===== src/rtl/regfile_wb_controller_pkg.sv =====
// Shared types for the register-file writeback controller: requester ids,
// the writeback request payload and the default data/index widths.
package regfile_pkg;

  localparam int unsigned BUS_W  = 8;
  localparam int unsigned ADDR_W = 3;

  // Requester identity; the value doubles as the round-robin pointer encoding.
  typedef enum logic {
    REQ_ALU = 1'b0,
    REQ_LSU = 1'b1
  } req_id_e;

  // One writeback request: destination register and the value to write.
  typedef struct packed {
    logic [ADDR_W-1:0] addr;
    logic [BUS_W-1:0]  data;
  } wb_req_t;

endpackage


===== src/rtl/regfile_wb_controller_if.sv =====
// Valid/ready writeback channel from one requester (ALU or LSU) into the
// controller. The requester is the master, the controller is the slave.
interface regfile_wb_controller_if;
  import regfile_pkg::*;

  logic    valid;
  logic    ready;
  wb_req_t req;

  modport master (output valid, output req, input ready);
  modport slave  (input valid, input req, output ready);

endinterface


===== src/rtl/regfile_wb_controller_rr_arbiter2.sv =====
// Two-requester round-robin arbiter. A lone requester always wins; when both
// request, the pointer picks the winner and then moves to the loser.
module rr_arbiter2
  import regfile_pkg::*;
(
  input  logic       clk,
  input  logic       rst_n,
  input  logic [1:0] req_i,     // bit 0 = ALU, bit 1 = LSU
  output logic [1:0] grant_o,   // one-hot or zero
  output req_id_e    win_id_o
);

  req_id_e rr_ptr_q;
  req_id_e rr_ptr_d;

  // Grant decode: combinational so ready answers in the same cycle as valid.
  always_comb begin
    grant_o  = 2'b00;
    win_id_o = REQ_ALU;
    case (req_i)
      2'b01: begin
        grant_o  = 2'b01;
        win_id_o = REQ_ALU;
      end
      2'b10: begin
        grant_o  = 2'b10;
        win_id_o = REQ_LSU;
      end
      2'b11: begin
        if (rr_ptr_q == REQ_LSU) begin
          grant_o  = 2'b10;
          win_id_o = REQ_LSU;
        end else begin
          grant_o  = 2'b01;
          win_id_o = REQ_ALU;
        end
      end
      default: begin
        grant_o  = 2'b00;
        win_id_o = REQ_ALU;
      end
    endcase
  end

  // Pointer only moves on a contested grant; lone grants leave it alone.
  always_comb begin
    rr_ptr_d = rr_ptr_q;
    if (req_i == 2'b11) begin
      if (rr_ptr_q == REQ_ALU) begin
        rr_ptr_d = REQ_LSU;
      end else begin
        rr_ptr_d = REQ_ALU;
      end
    end else begin
      rr_ptr_d = rr_ptr_q;
    end
  end

  // Round-robin pointer register.
  always_ff @(posedge clk or negedge rst_n) begin
    if (!rst_n) begin
      rr_ptr_q <= REQ_ALU;
    end else begin
      rr_ptr_q <= rr_ptr_d;
    end
  end

endmodule


===== src/rtl/regfile_wb_controller.sv =====
// Owns the register file's single write port (arbitrated between ALU and LSU)
// and its two synchronous read ports, forwarding the write that lands on the
// same edge as a read so readers never see the stale register value.
module regfile_wb_controller
  import regfile_pkg::*;
#(
  parameter int unsigned BUS_WIDTH  = BUS_W,
  parameter int unsigned ADDR_WIDTH = ADDR_W
) (
  input  logic                  clk,
  input  logic                  rst_n,
  regfile_wb_controller_if.slave alu_if,
  regfile_wb_controller_if.slave lsu_if,
  output logic                  rf_we_o,
  output logic [ADDR_WIDTH-1:0] rf_wr_addr_o,
  output logic [BUS_WIDTH-1:0]  rf_wr_data_o,
  input  logic [ADDR_WIDTH-1:0] rd_addr_a_i,
  input  logic [ADDR_WIDTH-1:0] rd_addr_b_i,
  input  logic [BUS_WIDTH-1:0]  rf_rd_data_a_i,
  input  logic [BUS_WIDTH-1:0]  rf_rd_data_b_i,
  output logic [BUS_WIDTH-1:0]  rd_data_a_o,
  output logic [BUS_WIDTH-1:0]  rd_data_b_o
);

  logic [1:0]            req_s;
  logic [1:0]            grant_s;
  req_id_e               win_id_s;
  wb_req_t               win_req_s;

  logic                  rf_we_q;
  logic [ADDR_WIDTH-1:0] rf_wr_addr_q;
  logic [BUS_WIDTH-1:0]  rf_wr_data_q;

  logic                  snap_we_q;
  logic [ADDR_WIDTH-1:0] snap_addr_q;
  logic [BUS_WIDTH-1:0]  snap_data_q;
  logic [ADDR_WIDTH-1:0] rd_addr_a_q;
  logic [ADDR_WIDTH-1:0] rd_addr_b_q;

  // Forwarding mux: the write that was on the port when the read address was
  // captured reaches the array on that same edge, so its data must override.
  function automatic logic [BUS_WIDTH-1:0] fwd_mux(
    input logic                  snap_we,
    input logic [ADDR_WIDTH-1:0] snap_addr,
    input logic [ADDR_WIDTH-1:0] rd_addr,
    input logic [BUS_WIDTH-1:0]  snap_data,
    input logic [BUS_WIDTH-1:0]  rf_data
  );
    logic [BUS_WIDTH-1:0] res;
    if (snap_we && (snap_addr == rd_addr)) begin
      res = snap_data;
    end else begin
      res = rf_data;
    end
    return res;
  endfunction

  // Requests are masked while in reset so neither ready can rise.
  always_comb begin
    req_s = {lsu_if.valid & rst_n, alu_if.valid & rst_n};
  end

  rr_arbiter2 u_arb (
    .clk      (clk),
    .rst_n    (rst_n),
    .req_i    (req_s),
    .grant_o  (grant_s),
    .win_id_o (win_id_s)
  );

  assign alu_if.ready = grant_s[0];
  assign lsu_if.ready = grant_s[1];

  // Select the winning requester's payload for the write stage.
  always_comb begin
    if (win_id_s == REQ_LSU) begin
      win_req_s = lsu_if.req;
    end else begin
      win_req_s = alu_if.req;
    end
  end

  // Write stage: a grant becomes a one-cycle write; addr/data hold otherwise.
  always_ff @(posedge clk or negedge rst_n) begin
    if (!rst_n) begin
      rf_we_q      <= 1'b0;
      rf_wr_addr_q <= '0;
      rf_wr_data_q <= '0;
    end else if (grant_s != 2'b00) begin
      rf_we_q      <= 1'b1;
      rf_wr_addr_q <= win_req_s.addr;
      rf_wr_data_q <= win_req_s.data;
    end else begin
      rf_we_q      <= 1'b0;
    end
  end

  // Snapshot of the write port alongside the read addresses it may collide with.
  always_ff @(posedge clk or negedge rst_n) begin
    if (!rst_n) begin
      snap_we_q   <= 1'b0;
      snap_addr_q <= '0;
      snap_data_q <= '0;
      rd_addr_a_q <= '0;
      rd_addr_b_q <= '0;
    end else begin
      snap_we_q   <= rf_we_q;
      snap_addr_q <= rf_wr_addr_q;
      snap_data_q <= rf_wr_data_q;
      rd_addr_a_q <= rd_addr_a_i;
      rd_addr_b_q <= rd_addr_b_i;
    end
  end

  assign rf_we_o      = rf_we_q;
  assign rf_wr_addr_o = rf_wr_addr_q;
  assign rf_wr_data_o = rf_wr_data_q;

  assign rd_data_a_o = fwd_mux(snap_we_q, snap_addr_q, rd_addr_a_q, snap_data_q, rf_rd_data_a_i);
  assign rd_data_b_o = fwd_mux(snap_we_q, snap_addr_q, rd_addr_b_q, snap_data_q, rf_rd_data_b_i);

endmodule


===== src/flat_wrapper.sv =====
// flat-port wrapper written by rule: the top's interface ports become plain ports
module regfile_wb_controller_flat import regfile_pkg::*;
#(
  parameter int unsigned BUS_WIDTH  = BUS_W,
  parameter int unsigned ADDR_WIDTH = ADDR_W
)
  (clk, rst_n, rf_we_o, rf_wr_addr_o, rf_wr_data_o, rd_addr_a_i, rd_addr_b_i, rf_rd_data_a_i, rf_rd_data_b_i, rd_data_a_o, rd_data_b_o, alu_if_valid, alu_if_req, alu_if_ready, lsu_if_valid, lsu_if_req, lsu_if_ready);
  regfile_wb_controller_if alu_if_i ();
  regfile_wb_controller_if lsu_if_i ();
  input  logic clk;
  input  logic rst_n;
  output logic rf_we_o;
  output logic [ADDR_WIDTH-1:0] rf_wr_addr_o;
  output logic [BUS_WIDTH-1:0] rf_wr_data_o;
  input  logic [ADDR_WIDTH-1:0] rd_addr_a_i;
  input  logic [ADDR_WIDTH-1:0] rd_addr_b_i;
  input  logic [BUS_WIDTH-1:0] rf_rd_data_a_i;
  input  logic [BUS_WIDTH-1:0] rf_rd_data_b_i;
  output logic [BUS_WIDTH-1:0] rd_data_a_o;
  output logic [BUS_WIDTH-1:0] rd_data_b_o;
  input wire logic [$bits(alu_if_i.valid)-1:0] alu_if_valid;
  input wire logic [$bits(alu_if_i.req)-1:0] alu_if_req;
  output wire logic [$bits(alu_if_i.ready)-1:0] alu_if_ready;
  input wire logic [$bits(lsu_if_i.valid)-1:0] lsu_if_valid;
  input wire logic [$bits(lsu_if_i.req)-1:0] lsu_if_req;
  output wire logic [$bits(lsu_if_i.ready)-1:0] lsu_if_ready;
  assign alu_if_i.valid = alu_if_valid;
  assign alu_if_i.req = alu_if_req;
  assign alu_if_ready = alu_if_i.ready;
  assign lsu_if_i.valid = lsu_if_valid;
  assign lsu_if_i.req = lsu_if_req;
  assign lsu_if_ready = lsu_if_i.ready;
  regfile_wb_controller #(.BUS_WIDTH(BUS_WIDTH), .ADDR_WIDTH(ADDR_WIDTH)) u_core (.clk(clk), .rst_n(rst_n), .alu_if(alu_if_i), .lsu_if(lsu_if_i), .rf_we_o(rf_we_o), .rf_wr_addr_o(rf_wr_addr_o), .rf_wr_data_o(rf_wr_data_o), .rd_addr_a_i(rd_addr_a_i), .rd_addr_b_i(rd_addr_b_i), .rf_rd_data_a_i(rf_rd_data_a_i), .rf_rd_data_b_i(rf_rd_data_b_i), .rd_data_a_o(rd_data_a_o), .rd_data_b_o(rd_data_b_o));
endmodule

===== config.mk =====
export PLATFORM = sky130hd
export DESIGN_NAME = regfile_wb_controller_flat
export DESIGN_NICKNAME = d
export VERILOG_FILES = /design/src/rtl/regfile_wb_controller_pkg.sv /design/src/rtl/regfile_wb_controller_if.sv /design/src/rtl/regfile_wb_controller_rr_arbiter2.sv /design/src/rtl/regfile_wb_controller.sv /design/src/flat_wrapper.sv
export SDC_FILE = /design/constraint.sdc
export NUM_CORES = 1
export LEC_CHECK = 0
export BUFFER_PORTS_ARGS = -buffer_cell sky130_fd_sc_hd__buf_2
export CORE_MARGIN = 10
export CORE_UTILIZATION = 39
export CTS_BUF_LIST = sky130_fd_sc_hd__clkbuf_8
export DETAILED_ROUTE_END_ITERATION = 10
export PLACE_DENSITY = 0.77
export SLEW_MARGIN = 40
export SYNTH_ARGS = -nofsm -noshare
export SYNTH_HDL_FRONTEND = slang
export SYNTH_SLANG_ARGS = --single-unit

===== constraint.sdc =====
create_clock -name clk -period 1.27 [get_ports clk]
set_clock_uncertainty 0.2 [all_clocks]
set_input_delay 0.0635 -clock clk [delete_from_list [all_inputs] [get_ports clk]]
set_output_delay 0.0635 -clock clk [all_outputs]
set_load 0.02 [all_outputs]

==> results.tsv, run 1 <==
stage	metric	value	unit
run_status	outcome	finished, violations left	
run_status	failing checks	setup timing	
grt	total grt overflow	0	
final_layout	commonest cells after routing, fill and taps aside	67 x buf_2, 31 x dlygate4sd3_1, 29 x dfrtp_1, 14 x buf_6, 13 x mux2_2	
worst_setup_path	worst reg2reg setup slack	-0.19	ns
sta	unrepaired setup endpoints after global routing	true	
job	max-cap viol count	0	
yosys	Mapped Cells	89	
detailed_routing	final wirelength	5.301	mm
floorplanning	# IOs	78	
power	Lkg Pwr	0.001203	uW
worst_setup_path	worst reg2reg path endpoint	u_core.rf_wr_data_o[0]$_DFFE_PN0P_	
detailed_routing	antenna viol nets, final	0	
grt	GR Util All Layers	0.1686	
worst_setup_path	delay-heaviest family, CP	flip-flops	
detailed_routing	routed len/inst	20.47	um
yosys	sequential element share of the synthesized area	0.6108	
final_layout	commonest non-fill, non-tap cell in the layout	buf_2	
min_path	hold path startpoint	lsu_if_valid	
yosys	synthesized area	1270	sq um
placed_design	RePlAce Congestion	0.7255	
sta	Slew Limit Headroom	0.7663	
worst_setup_path	critical path buffer and inverter count	2	
clock_tree	CTS tree	built	
worst_setup_path	worst path cell trace	xnor2_2 -> nand4_2 -> buf_6 -> mux2_2 -> buf_6	
sta	Setup WS post-layout	-0.6316	ns
power	Power Internal	2383	uW
worst_setup_path	element type at the critical path end	output port	
yosys	Yosys reg bits	31	
sta	Slew Limit Fails	0	
final_layout	FF+latch area	778.2	sq um
worst_setup_path	Max Fanout on Critical Path	8	
worst_setup_path	critical path's largest stage delay	0.44	ns
grt	antenna violations before repair	0	
final_layout	Area Growth Syn to Fin	91.53	%
yosys	syn_area_per_cell	14.27	sq um
grt	largest net degree at the start of global routing	29	
floorplanning	initial core utilization	0.4126	
clock_tree	CTS Buf Count	5	
yosys	Mapped Nets	137	
clock_tree	Clock Tree Root	clkbuf_8	
worst_setup_path	Top cell by count, worst path	buf_6	
placed_design	IO buf count	77	
sta	hold slack	0.08211	ns
power	Clk pwr share	0.294	
floorplanning	core area	3078	sq um
worst_setup_path	WP data required	1.01	ns
yosys	yosys synthesis warning count	0	
detailed_routing	Pre-antenna DRT Iters	4	
clock_tree	Clk pin slew, worst setup/hold paths	0.07	ns
sta	actual transition at the worst max-transition pin	0.3505	ns
detailed_routing	Detailed Route Iter0 Violations	44	
final_layout	multi-input logic area	553.0	sq um
worst_setup_path	FF-to-FF path depth	5	
power	power share of the combinational group	0.315	
worst_setup_path	Startpoint Class	register	
worst_setup_path	CP Launch Point	u_core.snap_addr_q[1]$_DFF_PN0_	
floorplanning	Die Ht	77.07	um
clock_tree	Clock Path Buffers	2	
yosys	post-synth cell types	14	
floorplanning	full die area	5939	sq um
final_layout	share of layout cells above drive strength 1	0.5907	
power	Net Sw Power	1084	uW
detailed_routing	DR vias/cell	4.981	
sta	final hold vios	0	
min_path	Worst Hold End	u_core.rf_we_o$_DFF_PN0_	
power	part of the power in registers	0.391	
final_layout	Final #Nets	262	
worst_setup_path	R2R Path Start	u_core.u_arb.rr_ptr_q$_DFFE_PN0N_	
power	PD cells	1425	nW/um^2
floorplanning	Die X	77.07	um
floorplanning	# rows	20	
clock_tree	htree depth	2	
sta	Final min period	1.902	ns
min_path	Hold/Removal Path Class	primary input to register	
grt	vias in the first global route	1501	
power	Total Power	3467	uW
detailed_routing	drt drc	0	
sta	fin crit share	1.497	
min_path	Min-Delay Path Depth	4	
worst_setup_path	CP Class	register to output port	
final_layout	n_diodes	0	
grt	first-pass GRT wire length	7.955	mm
sta	Max Clk Rate	525.9	MHz
detailed_routing	Vias	1290	
clock_tree	CTS Sinks	31	
sta	setup violators final	29	
worst_setup_path	Crit-path slowest cell	dfrtp_1	
worst_setup_path	critical path arrival	1.64	ns
final_layout	fill count	156	
power	Switching Fraction	0.3126	
clock_tree	worst skew pair latency	0.28	ns
placed_design	DP Wirelength	2.979	mm
power	Max rail drop VDD	1.216	mV
-- worst register-to-register path, cell delays in order (launching register included) --
cell     delay [ns]
dfrtp_1        0.42
inv_2          0.09
a21oi_4        0.07
buf_6          0.13
buf_6          0.12
a221o_1        0.31
-- synth_stat cells --
cell type   n  share of area
inv_1       2         0.0059
nand2_1     2         0.0059
clkbuf_1    1         0.0030
and2_1      5          0.025
nand4_2     2          0.020
o21ai_1     1         0.0039
a221o_1    11          0.087
and2_0      6          0.030
a21oi_1     2         0.0079
mux2_2     16           0.14
nand3_1     1         0.0039
xnor2_1     7          0.048
dfrtp_1    31           0.61
buf_2       2         0.0079
-- repair_timing --
item	in CTS	in global routing
resized for setup	30	9
hold buffers	31	1
gates cloned	0	1
endpoints found under the hold margin	49	31
setup buffers	6	1
pin swaps	8	14
setup endpoints to repair	29	30
-- cells by family (layout without fill, tap and decap cells) --
kind of cell | Yosys count | in the layout | share of synthesized area
DFF | 31 | 31 | 0.6108
muxes | 16 | 16 | 0.1419
and+or+nand+nor | 16 | 16 | 0.08374
AOI/OAI and AO/OA | 14 | 14 | 0.09852
xor gates and xnor gates | 7 | 7 | 0.04828
buffers and inverters | 5 | 131 | 0.01675
-- cell type report --
type	instances	area share
clock buffers	6	0.03395
clock inverters	2	0.01440
inverters	2	0.003086
multi-input cells	53	0.2274
flip-flops and latches	31	0.3200
well taps	44	0.02263
repair buffers	121	0.3786
-- sequential cells by signal, indices dropped and copies added (netlist names) --
signal,cells
u_core.rd_addr_a_q,3
u_core.snap_we_q,1
u_core.u_arb.rr_ptr_q,1
u_core.rf_we_o,1
u_core.rf_wr_data_o,8
u_core.snap_addr_q,3
u_core.snap_data_q,8
u_core.rd_addr_b_q,3
u_core.rf_wr_addr_o,3
-- power groups by stage --
stage / Clock, uW / Combinational, uW / Sequential [uW]
final: 1020 / 1090 / 1360
after detailed placement: 0 / 782 / 1330
after CTS: 987 / 1010 / 1320
after global placement: 0 / 768 / 1320
after floorplan: 0 / 380 / 1390
after global routing: 1070 / 1150 / 1370
-- layer usage --
layer	routed length (um)	global-route usage	share of wire
met1	2114	0.1787	0.40
met2	2684	0.2976	0.51
met3	421	0.06760	0.079
met4	80	0.05474	0.015
met5	0	0	0
-- stage by stage --
stage | worst slack, ns | utilization | area, sq um | std cells | setup TNS (ns)
5_1_grt | -0.6865 | 0.7902 | 2432 | 259 | -13.04
3_3_place_gp | -0.3604 | 0.5760 | 1773 | 214 | -5.774
3_5_place_dp | -0.4202 | 0.5760 | 1773 | 214 | -6.667
4_1_cts | -0.6184 | 0.7703 | 2371 | 258 | -11.03
2_1_floorplan | -0.1553 | - | 1294 | 89 | -2.456
6_report | -0.6316 | 0.7902 | 2432 | 259 | -11.77
-- how the worst max path moves through the flow --
stage / slack, ns / endpoint / cells after the start
6_report: -0.63 / rd_data_b_o[2] / 5
5_1_grt: -0.69 / rd_data_a_o[6] / 4
4_1_cts: -0.62 / rd_data_a_o[6] / 4
3_5_place_dp: -0.42 / rd_data_a_o[6] / 4
3_3_place_gp: -0.36 / rd_data_b_o[0] / 4
2_1_floorplan: -0.16 / rd_data_a_o[0] / 3
Power figures use the tool's default switching activity.
==> inputs of run 2 (changes only) <==
CORE_UTILIZATION = 38   (was 39)
CTS_BUF_LIST = sky130_fd_sc_hd__clkbuf_16   (was sky130_fd_sc_hd__clkbuf_8)
PLACE_DENSITY = 0.75   (was 0.77)
==> results.tsv, run 2 (synthesized netlist as in run 1, its figures left out) <==
stage	metric	value	unit	change
worst_setup_path	worst path cell trace	xnor2_2 -> nand4_2 -> buf_6 -> mux2_2 -> buf_6		unchanged
grt	largest net degree at the start of global routing	30		was 29
worst_setup_path	Top cell by count, worst path	buf_6		unchanged
grt	GR Util All Layers	0.1466		was 0.1686
detailed_routing	drt drc	0		unchanged
power	Max rail drop VDD	1.502	mV	was 1.216 mV
detailed_routing	Vias	1196		was 1290
worst_setup_path	FF-to-FF path depth	5		unchanged
grt	total grt overflow	0		unchanged
run_status	failing checks	setup timing		unchanged
placed_design	IO buf count	77		unchanged
worst_setup_path	CP Launch Point	u_core.snap_addr_q[2]$_DFF_PN0_		was u_core.snap_addr_q[1]$_DFF_PN0_
floorplanning	core area	3128	sq um	was 3078 sq um
floorplanning	initial core utilization	0.4060		was 0.4126
sta	Max Clk Rate	536.9	MHz	was 525.9 MHz
placed_design	DP Wirelength	2.988	mm	was 2.979 mm
job	max-cap viol count	0		unchanged
detailed_routing	routed len/inst	16.72	um	was 20.47 um
power	Lkg Pwr	0.001228	uW	was 0.001203 uW
detailed_routing	final wirelength	4.365	mm	was 5.301 mm
grt	vias in the first global route	1420		was 1501
floorplanning	# IOs	78		unchanged
grt	antenna violations before repair	0		unchanged
floorplanning	Die X	77.81	um	was 77.07 um
final_layout	fin util	0.7936		was 0.7902
sta	actual transition at the worst max-transition pin	0.2189	ns	was 0.3505 ns
worst_setup_path	delay-heaviest family, CP	flip-flops		unchanged
sta	unrepaired setup endpoints after global routing	true		unchanged
detailed_routing	DR vias/cell	4.582		was 4.981
sta	hold slack	0.03328	ns	was 0.08211 ns
sta	fin crit share	1.467		was 1.497
worst_setup_path	worst reg2reg setup slack	-0.13	ns	was -0.19 ns
worst_setup_path	critical path buffer and inverter count	2		unchanged
worst_setup_path	element type at the critical path end	output port		unchanged
final_layout	Final #Nets	264		was 262
run_status	outcome	finished, violations left		unchanged
grt	first-pass GRT wire length	7.093	mm	was 7.955 mm
worst_setup_path	critical path's largest stage delay	0.42	ns	was 0.44 ns
clock_tree	htree depth	2		unchanged
worst_setup_path	Crit-path slowest cell	dfrtp_1		unchanged
final_layout	commonest non-fill, non-tap cell in the layout	buf_2		unchanged
min_path	Hold/Removal Path Class	primary input to async pin		was primary input to register
power	PD cells	1480	nW/um^2	was 1425 nW/um^2
worst_setup_path	WP data required	1.01	ns	about the same
final_layout	share of layout cells above drive strength 1	0.5853		was 0.5907
clock_tree	worst skew pair latency	0.26	ns	was 0.28 ns
sta	setup violators final	30		was 29
clock_tree	Clock Tree Root	clkbuf_16		was clkbuf_8
worst_setup_path	Startpoint Class	register		unchanged
detailed_routing	antenna viol nets, final	0		unchanged
clock_tree	Clk pin slew, worst setup/hold paths	0.05	ns	was 0.07 ns
clock_tree	CTS Buf Count	5		unchanged
sta	Final min period	1.863	ns	was 1.902 ns
sta	final hold vios	0		unchanged
sta	Slew Limit Fails	0		unchanged
floorplanning	# rows	20		unchanged
worst_setup_path	worst reg2reg path endpoint	u_core.rf_wr_data_o[5]$_DFFE_PN0P_		was u_core.rf_wr_data_o[0]$_DFFE_PN0P_
floorplanning	Die Ht	77.81	um	was 77.07 um
placed_design	RePlAce Congestion	0.7290		was 0.7255
final_layout	Area Growth Syn to Fin	95.47	%	was 91.53%
worst_setup_path	CP Class	register to output port		unchanged
detailed_routing	Detailed Route Iter0 Violations	48		was 44
detailed_routing	Pre-antenna DRT Iters	4		unchanged
clock_tree	CTS Sinks	31		unchanged
worst_setup_path	Max Fanout on Critical Path	8		unchanged
floorplanning	full die area	6054	sq um	was 5939 sq um
sta	Slew Limit Headroom	0.8536		was 0.7663
clock_tree	Clock Path Buffers	2		unchanged
worst_setup_path	critical path arrival	1.60	ns	was 1.64 ns
final_layout	commonest cells after routing, fill and taps aside	65 x buf_2, 31 x dlygate4sd3_1, 30 x dfrtp_1, 21 x buf_6, 14 x mux2_2		was 67 x buf_2, 31 x dlygate4sd3_1, 29 x dfrtp_1, 14 x buf_6, 13 x mux2_2
clock_tree	CTS tree	built		unchanged
final_layout	n_diodes	0		unchanged
worst_setup_path	R2R Path Start	u_core.u_arb.rr_ptr_q$_DFFE_PN0N_		unchanged
sta	Setup WS post-layout	-0.5927	ns	was -0.6316 ns
[run 2: cell types whose count changed in the layout (fill, tap and decap cells not counted), sizes merged]
cell / change
buf: +3
clkbuf: -2
clkinv: +1
[run 2: how the worst max path moves through the flow]
stage	endpoint	slack, ns	cells past startpoint
4_1_cts	rd_data_b_o[3]	-0.60	4
6_report	rd_data_a_o[0]	-0.59	5
5_1_grt	rd_data_b_o[7]	-0.67	4
2_1_floorplan	rd_data_a_o[0]	-0.16	3
3_5_place_dp	rd_data_a_o[0]	-0.38	4
3_3_place_gp	rd_data_a_o[1]	-0.32	4
[run 2: worst register-to-register path, delay by kind of cell (launching register included)]
family                 cells  cell delay [ns]
DFF                        1             0.40
AOI/OAI and AO/OA          2             0.35
buffers and inverters      3             0.33
[run 2: final cells by class]
cell class	instances	area [sq um]
Tap cell	44	55.05
Sequential cell	31	777.0
Clock buffer	5	125.1
Inverter	2	7.507
Fill cell	179	645.6
Multi-Input combinational cell	53	549.3
Timing Repair Buffer	123	929.6
Clock inverter	3	38.79
[run 2: stage by stage]
step	power (uW)	setup slack (ns)	area, sq um	setup TNS [ns]	cells
CTS	3653	-0.6009	2441	-10.97	262
global route	3851	-0.6678	2482	-12.39	261
finish	3673	-0.5927	2482	-10.74	261
floorplan	1771	-0.1553	1294	-2.456	89
global placement	2099	-0.3190	1768	-5.046	215
detailed placement	2129	-0.3812	1768	-6.068	215
[run 2: what timing repair did]
item                                    4_1_cts  5_1_grt
hold buffers                                 31        1
pin swaps                                     9       11
gates resized for setup                      34       13
endpoints found under the hold margin        49       31
buffers inserted                              8        2
endpoints found under the setup margin       27       30
[run 2: report_power, final]
part / leakage, uW / internal (uW) / total (uW) / switching [uW]
Clock: 0.0000812 / 910 / 1280 / 370
Sequential: 0.000376 / 1180 / 1340 / 160
Combinational: 0.000770 / 569 / 1060 / 487
Total: 0.00123 / 2660 / 3670 / 1020
[run 2: metal layers]
layer  track usage  part of all wire  wire (um)  vias up
met5             0                 0          0        -
met4       0.04927             0.011         48        0
met3       0.04839             0.068        296        4
met2        0.2761              0.55       2393       54
met1        0.1465              0.37       1628      558
li1              -                 -          -      580
